--- src/rtl/booth_div_if.sv ---
// booth_div_if: operand/result bundle for the booth_div sequential divider.
//   master : requester side, which drives load, N and D and observes the results
//   slave  : divider side, which drives Q, R, busy, done, dbz and ovf
//   load   start request, sampled on clk
//   N, D   signed dividend (N_WIDTH) and signed divisor (D_WIDTH)
//   Q, R   signed quotient (N_WIDTH) and signed remainder (D_WIDTH), registered
//   busy   operation in flight; done is a one-cycle result strobe
//   dbz    divide-by-zero flag; ovf is the overflow flag (-2^(N_WIDTH-1) / -1)
interface booth_div_if #(
    parameter int N_WIDTH = 32,
    parameter int D_WIDTH = 8
);
    logic               load;
    logic [N_WIDTH-1:0] N;
    logic [D_WIDTH-1:0] D;
    logic [N_WIDTH-1:0] Q;
    logic [D_WIDTH-1:0] R;
    logic               busy;
    logic               done;
    logic               dbz;
    logic               ovf;

    modport master (
        output load, N, D,
        input  Q, R, busy, done, dbz, ovf
    );

    modport slave (
        input  load, N, D,
        output Q, R, busy, done, dbz, ovf
    );
endinterface

--- src/rtl/booth_div.sv ---
// booth_div: sequential signed divider using radix-2 restoring division on
// magnitudes. It produces one quotient bit per clock, then spends one cycle
// fixing the signs. The result truncates toward zero, and R carries the sign of N.
//   clk  rising-edge clock
//   rst  synchronous active-high reset; abandons any operation in flight
//   bus  booth_div_if.slave (load/N/D in; Q/R/busy/done/dbz/ovf out)
// Latency: normal operations raise done N_WIDTH+1 edges after the accepting edge.
// Divide-by-zero and the single overflow case raise done right after acceptance.
module booth_div #(
    parameter int N_WIDTH = 32,
    parameter int D_WIDTH = 8
) (
    input  logic         clk,
    input  logic         rst,
    booth_div_if.slave   bus
);
    localparam int CW = $clog2(N_WIDTH + 1);
    localparam logic [N_WIDTH-1:0] N_MIN = {1'b1, {(N_WIDTH-1){1'b0}}};

    typedef enum logic [1:0] {IDLE, DIV, FIX, DONE} state_t;

    state_t             state;
    logic               sign_q;
    logic               sign_r;
    logic [N_WIDTH-1:0] dvd;      // dividend shifts out the top while quotient bits shift in at the bottom
    logic [D_WIDTH-1:0] d_mag_r;
    logic [D_WIDTH-1:0] rem;      // partial remainder, always < |D| between steps
    logic [CW-1:0]      cnt;

    // Magnitudes of the incoming operands. |-2^(D_WIDTH-1)| fits as an unsigned value.
    logic [N_WIDTH-1:0] n_mag;
    logic [D_WIDTH-1:0] d_mag;
    logic               d_zero;
    logic               ovf_case;

    assign n_mag    = bus.N[N_WIDTH-1] ? (~bus.N + N_WIDTH'(1)) : bus.N;
    assign d_mag    = bus.D[D_WIDTH-1] ? (~bus.D + D_WIDTH'(1)) : bus.D;
    assign d_zero   = (bus.D == '0);
    assign ovf_case = (bus.N == N_MIN) && (&bus.D);

    // Restoring step. The shifted remainder needs D_WIDTH+1 bits for the compare.
    // The difference always fits in D_WIDTH bits, because it is taken only when
    // rem_sh >= |D|, which guarantees rem_sh - |D| < |D|.
    logic [D_WIDTH:0]   rem_sh;
    logic               ge;
    logic [D_WIDTH-1:0] diff;

    assign rem_sh = {rem, dvd[N_WIDTH-1]};
    assign ge     = (rem_sh >= {1'b0, d_mag_r});
    assign diff   = rem_sh[D_WIDTH-1:0] - d_mag_r;

    always_ff @(posedge clk) begin
        if (rst) begin
            state    <= IDLE;
            sign_q   <= 1'b0;
            sign_r   <= 1'b0;
            dvd      <= '0;
            d_mag_r  <= '0;
            rem      <= '0;
            cnt      <= '0;
            bus.Q    <= '0;
            bus.R    <= '0;
            bus.busy <= 1'b0;
            bus.done <= 1'b0;
            bus.dbz  <= 1'b0;
            bus.ovf  <= 1'b0;
        end else begin
            bus.done <= 1'b0;
            case (state)
                IDLE, DONE: begin
                    if (bus.load) begin
                        sign_q  <= bus.N[N_WIDTH-1] ^ bus.D[D_WIDTH-1];
                        sign_r  <= bus.N[N_WIDTH-1];
                        dvd     <= n_mag;
                        d_mag_r <= d_mag;
                        rem     <= '0;
                        cnt     <= CW'(N_WIDTH);
                        if (d_zero) begin
                            bus.Q    <= '1;
                            bus.R    <= bus.N[D_WIDTH-1:0];
                            bus.dbz  <= 1'b1;
                            bus.ovf  <= 1'b0;
                            bus.done <= 1'b1;
                            state    <= DONE;
                        end else if (ovf_case) begin
                            bus.Q    <= N_MIN;
                            bus.R    <= '0;
                            bus.dbz  <= 1'b0;
                            bus.ovf  <= 1'b1;
                            bus.done <= 1'b1;
                            state    <= DONE;
                        end else begin
                            bus.busy <= 1'b1;
                            state    <= DIV;
                        end
                    end else begin
                        state <= IDLE;
                    end
                end
                DIV: begin
                    rem <= ge ? diff : rem_sh[D_WIDTH-1:0];
                    dvd <= {dvd[N_WIDTH-2:0], ge};
                    cnt <= cnt - CW'(1);
                    if (cnt == CW'(1))
                        state <= FIX;
                end
                FIX: begin
                    bus.Q    <= sign_q ? (~dvd + N_WIDTH'(1)) : dvd;
                    bus.R    <= sign_r ? (~rem + D_WIDTH'(1)) : rem;
                    bus.dbz  <= 1'b0;
                    bus.ovf  <= 1'b0;
                    bus.busy <= 1'b0;
                    bus.done <= 1'b1;
                    state    <= DONE;
                end
                default: state <= IDLE;
            endcase
        end
    end
endmodule

--- src/flat_wrapper.sv ---
// flat-port wrapper written by rule: the top's interface ports become plain ports
module booth_div_flat 
#(
    parameter int N_WIDTH = 32,
    parameter int D_WIDTH = 8
)
  (clk, rst, bus_load, bus_N, bus_D, bus_Q, bus_R, bus_busy, bus_done, bus_dbz, bus_ovf);
  booth_div_if #(.N_WIDTH(N_WIDTH), .D_WIDTH(D_WIDTH)) bus_i ();
  input  logic clk;
  input  logic rst;
  input wire logic [$bits(bus_i.load)-1:0] bus_load;
  input wire logic [$bits(bus_i.N)-1:0] bus_N;
  input wire logic [$bits(bus_i.D)-1:0] bus_D;
  output wire logic [$bits(bus_i.Q)-1:0] bus_Q;
  output wire logic [$bits(bus_i.R)-1:0] bus_R;
  output wire logic [$bits(bus_i.busy)-1:0] bus_busy;
  output wire logic [$bits(bus_i.done)-1:0] bus_done;
  output wire logic [$bits(bus_i.dbz)-1:0] bus_dbz;
  output wire logic [$bits(bus_i.ovf)-1:0] bus_ovf;
  assign bus_i.load = bus_load;
  assign bus_i.N = bus_N;
  assign bus_i.D = bus_D;
  assign bus_Q = bus_i.Q;
  assign bus_R = bus_i.R;
  assign bus_busy = bus_i.busy;
  assign bus_done = bus_i.done;
  assign bus_dbz = bus_i.dbz;
  assign bus_ovf = bus_i.ovf;
  booth_div #(.N_WIDTH(N_WIDTH), .D_WIDTH(D_WIDTH)) u_core (.clk(clk), .rst(rst), .bus(bus_i));
endmodule
--- config.mk ---
export PLATFORM = sky130hd
export DESIGN_NAME = booth_div_flat
export DESIGN_NICKNAME = d
export VERILOG_FILES = /design/src/rtl/booth_div_if.sv /design/src/rtl/booth_div.sv /design/src/flat_wrapper.sv
export SDC_FILE = /design/constraint.sdc
export NUM_CORES = 1
export LEC_CHECK = 0
export CORE_ASPECT_RATIO = 1.4
export CORE_MARGIN = 4
export CORE_UTILIZATION = 50
export DETAILED_ROUTE_END_ITERATION = 10
export GPL_TIMING_DRIVEN = 0
export HOLD_SLACK_MARGIN = 0.1
export PLACE_DENSITY = 0.86
export SLEW_MARGIN = 20
export SYNTH_ARGS = -nofsm -noshare
export SYNTH_HDL_FRONTEND = slang
export SYNTH_SLANG_ARGS = --single-unit
--- constraint.sdc ---
create_clock -name clk -period 2.9 [get_ports clk]
set_clock_uncertainty 0.2 [all_clocks]
set_input_delay 0.58 -clock clk [delete_from_list [all_inputs] [get_ports clk]]
set_output_delay 0.58 -clock clk [all_outputs]
set_load 0.05 [all_outputs]
==> impl_metrics.toml, run 1 <==
[synth]
ys_async_sr_fraction = 0
ys_warn_count = 0
yosysTopAreaCell = "dfxtp_1"
synth-compound-area-share = 0.243
yosys.area_share.adder = 0.0370
synth_flop_cell = "dfxtp_1"
synth_edf_count = 0
synth_top_area_frac = 0.325
synth_cells = 798
synth_common_cells = "102 x dfxtp_1, 92 x nand2_1, 62 x xnor2_1"
syn_area_um2 = 6290
yosysSeqAreaShare = 0.325
synth_simple_gate_area_share = 0.214
avgSynthCellArea_um2 = 7.88
synth_cell_type_count = 58
muxShareOfSynthArea = 0.0209
synth_fp_nets = 859
synth-xor-area-share = 0.106
ys_seq_elements = 102
synthTopCellsByArea = "dfxtp_1 32%, xnor2_1 8.6%, nand2_1 5.5%"
synth_top_family_by_area = "compound AO/OA/AOI/OAI gates"
yosysMostFrequentCell = "dfxtp_1"

[floorplan]
start_util = 0.511
rows = 48
die-height_um = 141
die_x_um = 103
ios = 87
die_area_um2 = 14500
core_um2 = 12300

[pwr]
power_mw = 10.4
cellPowerDensity_nw_per_um2 = 1270
leakage_nw = 2.98
ir_worst_vdd_v = 0.000550

[setup_path]
end_kind = "flop"
cp-start-kind = "flop"
worstSetupPathType = "flop to flop"
cp_max_fo = 10
cp.required_ns = 2.93
arrival_ns = 2.92
rrSetupSlack_ns = 0.01

[clock_network]
clk_path_buf_depth = 2
clk_pin_slew_ns = 0.07
cts_root_buf = "clkbuf_16"
hold_buffers = 0
cts_tree = "done"
numCtsBuffers = 9
cts.htree.levels = 3
cts.sinks = 102
clk_latency_ns = 0.35

[cells_and_area]
fill_cells = 981
drive_above_1_share = 0.125
final_cell_area_um2 = 8170
syn_to_final_growth_pct = 30.0
fin_nets = 960
n_antenna_cell = 0

[global_route]
grt_pass1_wl_um = 31400
track_usage = 0.276
grt_max_degree = 17
overflow = 0
antenna_found_initial = 0
grt_pass1_vias = 6178

[placed_design]
dp.final_hpwl_um = 14700
place_ws_ns = -1.22
dpl_cell_area_um2 = 7310
globalplace.congestion = 0.979
port_buffers = 83

[timing]
fmax_ghz = 0.346
rsz0062_at_grt = "true"
finalCritPeriodShare = 0.996
setup_violations = 0
setup_slack_ns = 0.0111
period_needed_ns = 2.89
hold_viol = 0
max_slew_margin = 0.433
slew_viol_final = 0
max_slew.worst_pin.slew_ns = 0.851

[status]
status = "finished, final reports clean"

[drt]
drc = 0
wl_per_cell_um = 19.2
vias_per_cell = 6.29
detail_route.iter0.violations = 739
drt-pass1-iter-count = 6
wirelength_um = 20200
ant_nets = 0
vias = 6634

[run]
max_cap_violations = 0

[min_path]
hold_path.class = "flop to flop"
## stage by stage
stage          instances   util  hold WS (ns)  setup TNS [ns]
5_1_grt             1054  0.664         0.269          -0.367
6_report            1054  0.664         0.247               0
3_5_place_dp        1031  0.594         0.244          -59.50
4_1_cts             1054  0.650         0.252          -0.226
3_3_place_gp        1031  0.594         0.238          -58.51
2_1_floorplan        798      -         0.232               0
## critical path, cell delays in order, from the launching register on
cell,delay [ns]
dfxtp_1,0.40
or4_4,0.56
or3_4,0.42
buf_2,0.20
o31ai_1,0.41
xnor2_1,0.19
a211oi_4,0.29
nor3_1,0.08
## layout make-up
class	count	area, µm²	share of cell area
Multi-Input combinational cell	607	4270	0.522
Buffer	59	292	0.0357
Clock buffer	10	239	0.0292
Clock inverter	6	133	0.0162
Inverter	29	109	0.0133
Sequential cell	102	2050	0.250
Timing Repair Buffer	91	900	0.110
Tap cell	150	188	0.0230
## report_power, final
part / leakage [nW] / internal, mW / switching, mW
sequential: 0.838 / 1.95 / 0.540
combinational: 1.96 / 2.43 / 3.97
clock: 0.179 / 0.953 / 0.540
## cell usage in the layout, fill, tap and decap left out, drive strengths merged, types with 3 or more instances in the layout
master / instances
nand2b: 8
o211ai: 18
or2: 7
a2111oi: 4
nor3: 47
inv: 28
dlymetal6s2s: 7
o21ai: 38
clkbuf: 64
dlygate4sd2: 14
dfxtp: 102
o41ai: 17
a21o: 4
a221oi: 9
xor2: 14
buf: 15
or4: 9
nor2: 57
a31oi: 14
xnor2: 62
a21oi: 42
o31ai: 22
nand3: 16
clkdlybuf4s50: 60
nor4: 9
bufinv: 4
ha: 17
mux2i: 12
nand2: 92
nand4: 3
a211oi: 39
or3: 23
## sequential cells by signal, indices dropped and copies added, names as in the netlist
register	cells
u_core.bus.Q	32
u_core.bus.ovf	1
u_core.bus.R	8
u_core.state	2
u_core.sign_q	1
u_core.bus.done	1
u_core.cnt	6
u_core.d_mag_r	8
u_core.rem	8
u_core.dvd	32
u_core.sign_r	1
u_core.bus.busy	1
u_core.bus.dbz	1
## path summary, 6_finish.rpt
check,start,endpoint,cells past startpoint
worst max register to register,u_core.dvd[6],u_core.bus.Q[21],7
worst min-delay path,u_core.bus.Q[5],u_core.bus.Q[5],2
worst min register to register,u_core.bus.Q[5],u_core.bus.Q[5],2
worst max-delay path,u_core.dvd[6],u_core.bus.Q[21],7
## cell families (layout without fill, tap and decap cells)
kind of cell               count (synthesis)  in the layout
buffers and inverters                     89            195
adders and majority gates                 18             18
xor gates and xnor gates                  76             76
AOI/OAI and AO/OA                        220            220
DFF                                      102            102
muxes                                     13             13
and+or+nand+nor                          280            280
## routing by layer
| layer | track usage | share of wire |
|---|---|---|
| met5 | 0 | 0 |
| met4 | 0.157 | 0.058 |
| met3 | 0.0550 | 0.078 |
| met2 | 0.465 | 0.49 |
| met1 | 0.318 | 0.37 |
## what timing repair did
item	in CTS	in global routing
buffers inserted	5	1
pin swaps	9	11
setup endpoints to repair	56	69
cloned	2	0
gates resized for setup	73	50
No activity file was read; power rests on OpenSTA's default activity.
==> run 2, diff against run 1 <==
Settings changed: CORE_MARGIN 4 to not set.
==> impl_metrics.toml, run 2 (synthesized netlist as in run 1, its figures left out) <==
[setup_path]
end_kind = "flop"
arrival_ns = 2.96
worstSetupPathType = "flop to flop"
cp.required_ns = 2.91
cp_max_fo = 10
rrSetupSlack_ns = -0.05
cp-start-kind = "flop"

[clock_network]
cts.htree.levels = 3
clk_latency_ns = 0.36
cts.sinks = 102
numCtsBuffers = 9
cts_tree = "done"
cts_root_buf = "clkbuf_16"
clk_path_buf_depth = 2
clk_pin_slew_ns = 0.06

[min_path]
hold_path.class = "flop to flop"

[cells_and_area]
syn_to_final_growth_pct = 27.1
top_regs = "u_core.bus.Q x32, u_core.dvd x32"
stdcell_count = 1056
final_common_cell = "dfxtp_1"
fin_nets = 962
layout_common_cells = "100 x dfxtp_1, 92 x nand2_1, 62 x xnor2_1, 57 x clkdlybuf4s50_1, 56 x nor2_1"
fill_cells = 994
n_antenna_cell = 0
drive_above_1_share = 0.113

[drt]
vias = 6717
vias_per_cell = 6.36
wl_per_cell_um = 19.3
drc = 0
wirelength_um = 20400
ant_nets = 0
detail_route.iter0.violations = 659
drt-pass1-iter-count = 9

[timing]
rsz0062_at_grt = "true"
setup_violations = 1
holdWs_ns = 0.249
max_slew_margin = 0.455
period_needed_ns = 2.95
max_slew.worst_pin.slew_ns = 0.817
finalCritPeriodShare = 1.02
slew_viol_final = 0
fmax_ghz = 0.339
setup_slack_ns = -0.0528
hold_viol = 0

[pwr]
ir_worst_vdd_v = 0.000613
p_int_mw = 4.91
power_mw = 9.92
p_sw_mw = 5.01
clkPwrFrac = 0.119
p_sw_frac = 0.505
pwr-share-seq = 0.250
leakage_nw = 2.94
cellPowerDensity_nw_per_um2 = 1240
pwr-share-comb = 0.631

[status]
violations = "negative setup slack"
status = "finished with violations"

[floorplan]
die-height_um = 135
core_um2 = 12300
die_x_um = 96.8
ios = 87
die_area_um2 = 13000
rows = 48
start_util = 0.511

[global_route]
track_usage = 0.306
grt_pass1_vias = 6195
grt_max_degree = 16
overflow = 0
antenna_found_initial = 0
grt_pass1_wl_um = 31700

[placed_design]
placed_cells = 1031
globalplace.congestion = 0.934
port_buffers = 83
dp.final_hpwl_um = 14300

[run]
max_cap_violations = 0
==> run 2: cell types whose count changed in the layout (fill, tap and decap cells not counted), moves of 3 or more <==
cell,previous run,this run
clkdlybuf4s50_1,60,57
a211oi_2,13,7
dlymetal6s2s_1,7,10
bufinv_16,4,0
clkbuf_4,5,2
buf_4,5,9
a211oi_1,21,29
clkbuf_8,3,6
buf_2,4,7
==> run 2: layer usage <==
layer  vias up  GRT usage  share of wire
met2       390      0.514           0.48
met3       109     0.0543          0.077
met4         0      0.206          0.069
met5         -          0              0
li1       3110          -              -
met1      3108      0.357           0.37
==> run 2: per-stage QoR <==
stage	util	setup WS, ns	cell area (µm²)	setup TNS (ns)
final	0.649	-0.0528	7990	-0.0528
after global routing	0.649	-0.0918	7990	-0.342
after CTS	0.639	0.0000595	7870	0
after detailed placement	0.594	-1.25	7310	-61.16
after global placement	0.594	-1.19	7310	-58.57
after floorplan	-	0.0291	6300	0
==> run 2: what timing repair did <==
action / CTS / global route
setup buffers: 5 / 3
hold buffers: 0 / 0
pin swaps: 9 / 10
resized for setup: 67 / 44
setup endpoints to repair: 71 / 70
gates cloned: 3 / 0
==> run 2: area by class of cell <==
| cell class | count | area, µm² | area share |
|---|---|---|---|
| flip-flops and latches | 102 | 2040 | 0.256 |
| repair buffers | 94 | 910 | 0.114 |
| clock buffers | 14 | 274 | 0.0343 |
| plain buffers | 58 | 269 | 0.0337 |
| inverters | 29 | 109 | 0.0136 |
| well taps | 150 | 188 | 0.0235 |
| multi-input cells | 607 | 4180 | 0.523 |
| clock inverters | 2 | 15.0 | 0.00188 |
==> run 2: power by group through the flow <==
stage	sequential [mW]	clock (mW)	combinational, mW
2_1_floorplan	3.26	0	3.16
3_5_place_dp	2.48	0	5.58
4_1_cts	2.45	1.18	5.98
5_1_grt	2.54	1.24	6.68
3_3_place_gp	2.46	0	5.50
6_report	2.48	1.18	6.26
==> run 2: worst paths after layout <==
kind | from | end | cells after the start
hold reg to reg | u_core.bus.Q[8] | u_core.bus.Q[8] | 2
setup reg to reg | u_core.dvd[5] | u_core.bus.Q[25] | 7
hold / removal | u_core.bus.Q[8] | u_core.bus.Q[8] | 2
setup / recovery | u_core.dvd[5] | u_core.bus.Q[25] | 7
==> run 2: critical path, stage by stage (launching register included) <==
cell and delay, ns:
dfxtp_1 0.38, or4_4 0.58, or3_4 0.43, buf_2 0.20, o41ai_1 0.48, xnor2_1 0.14, a211oi_1 0.31, nor3_1 0.08
==> run 3, diff against run 2 <==
--- a/constraint.sdc
+++ b/constraint.sdc
@@ -4,2 +4,2 @@
 set_output_delay 0.58 -clock clk [all_outputs]
-set_load 0.05 [all_outputs]
+set_load 0.01 [all_outputs]
==> results of run 3 <==
The final DEF is identical to that of run 2. Status: finished with violations: negative setup slack.
Among the figures that moved: total power 9.92 mW -> 9.12 mW; worst IR drop on VDD 0.000613 V -> 0.000547 V
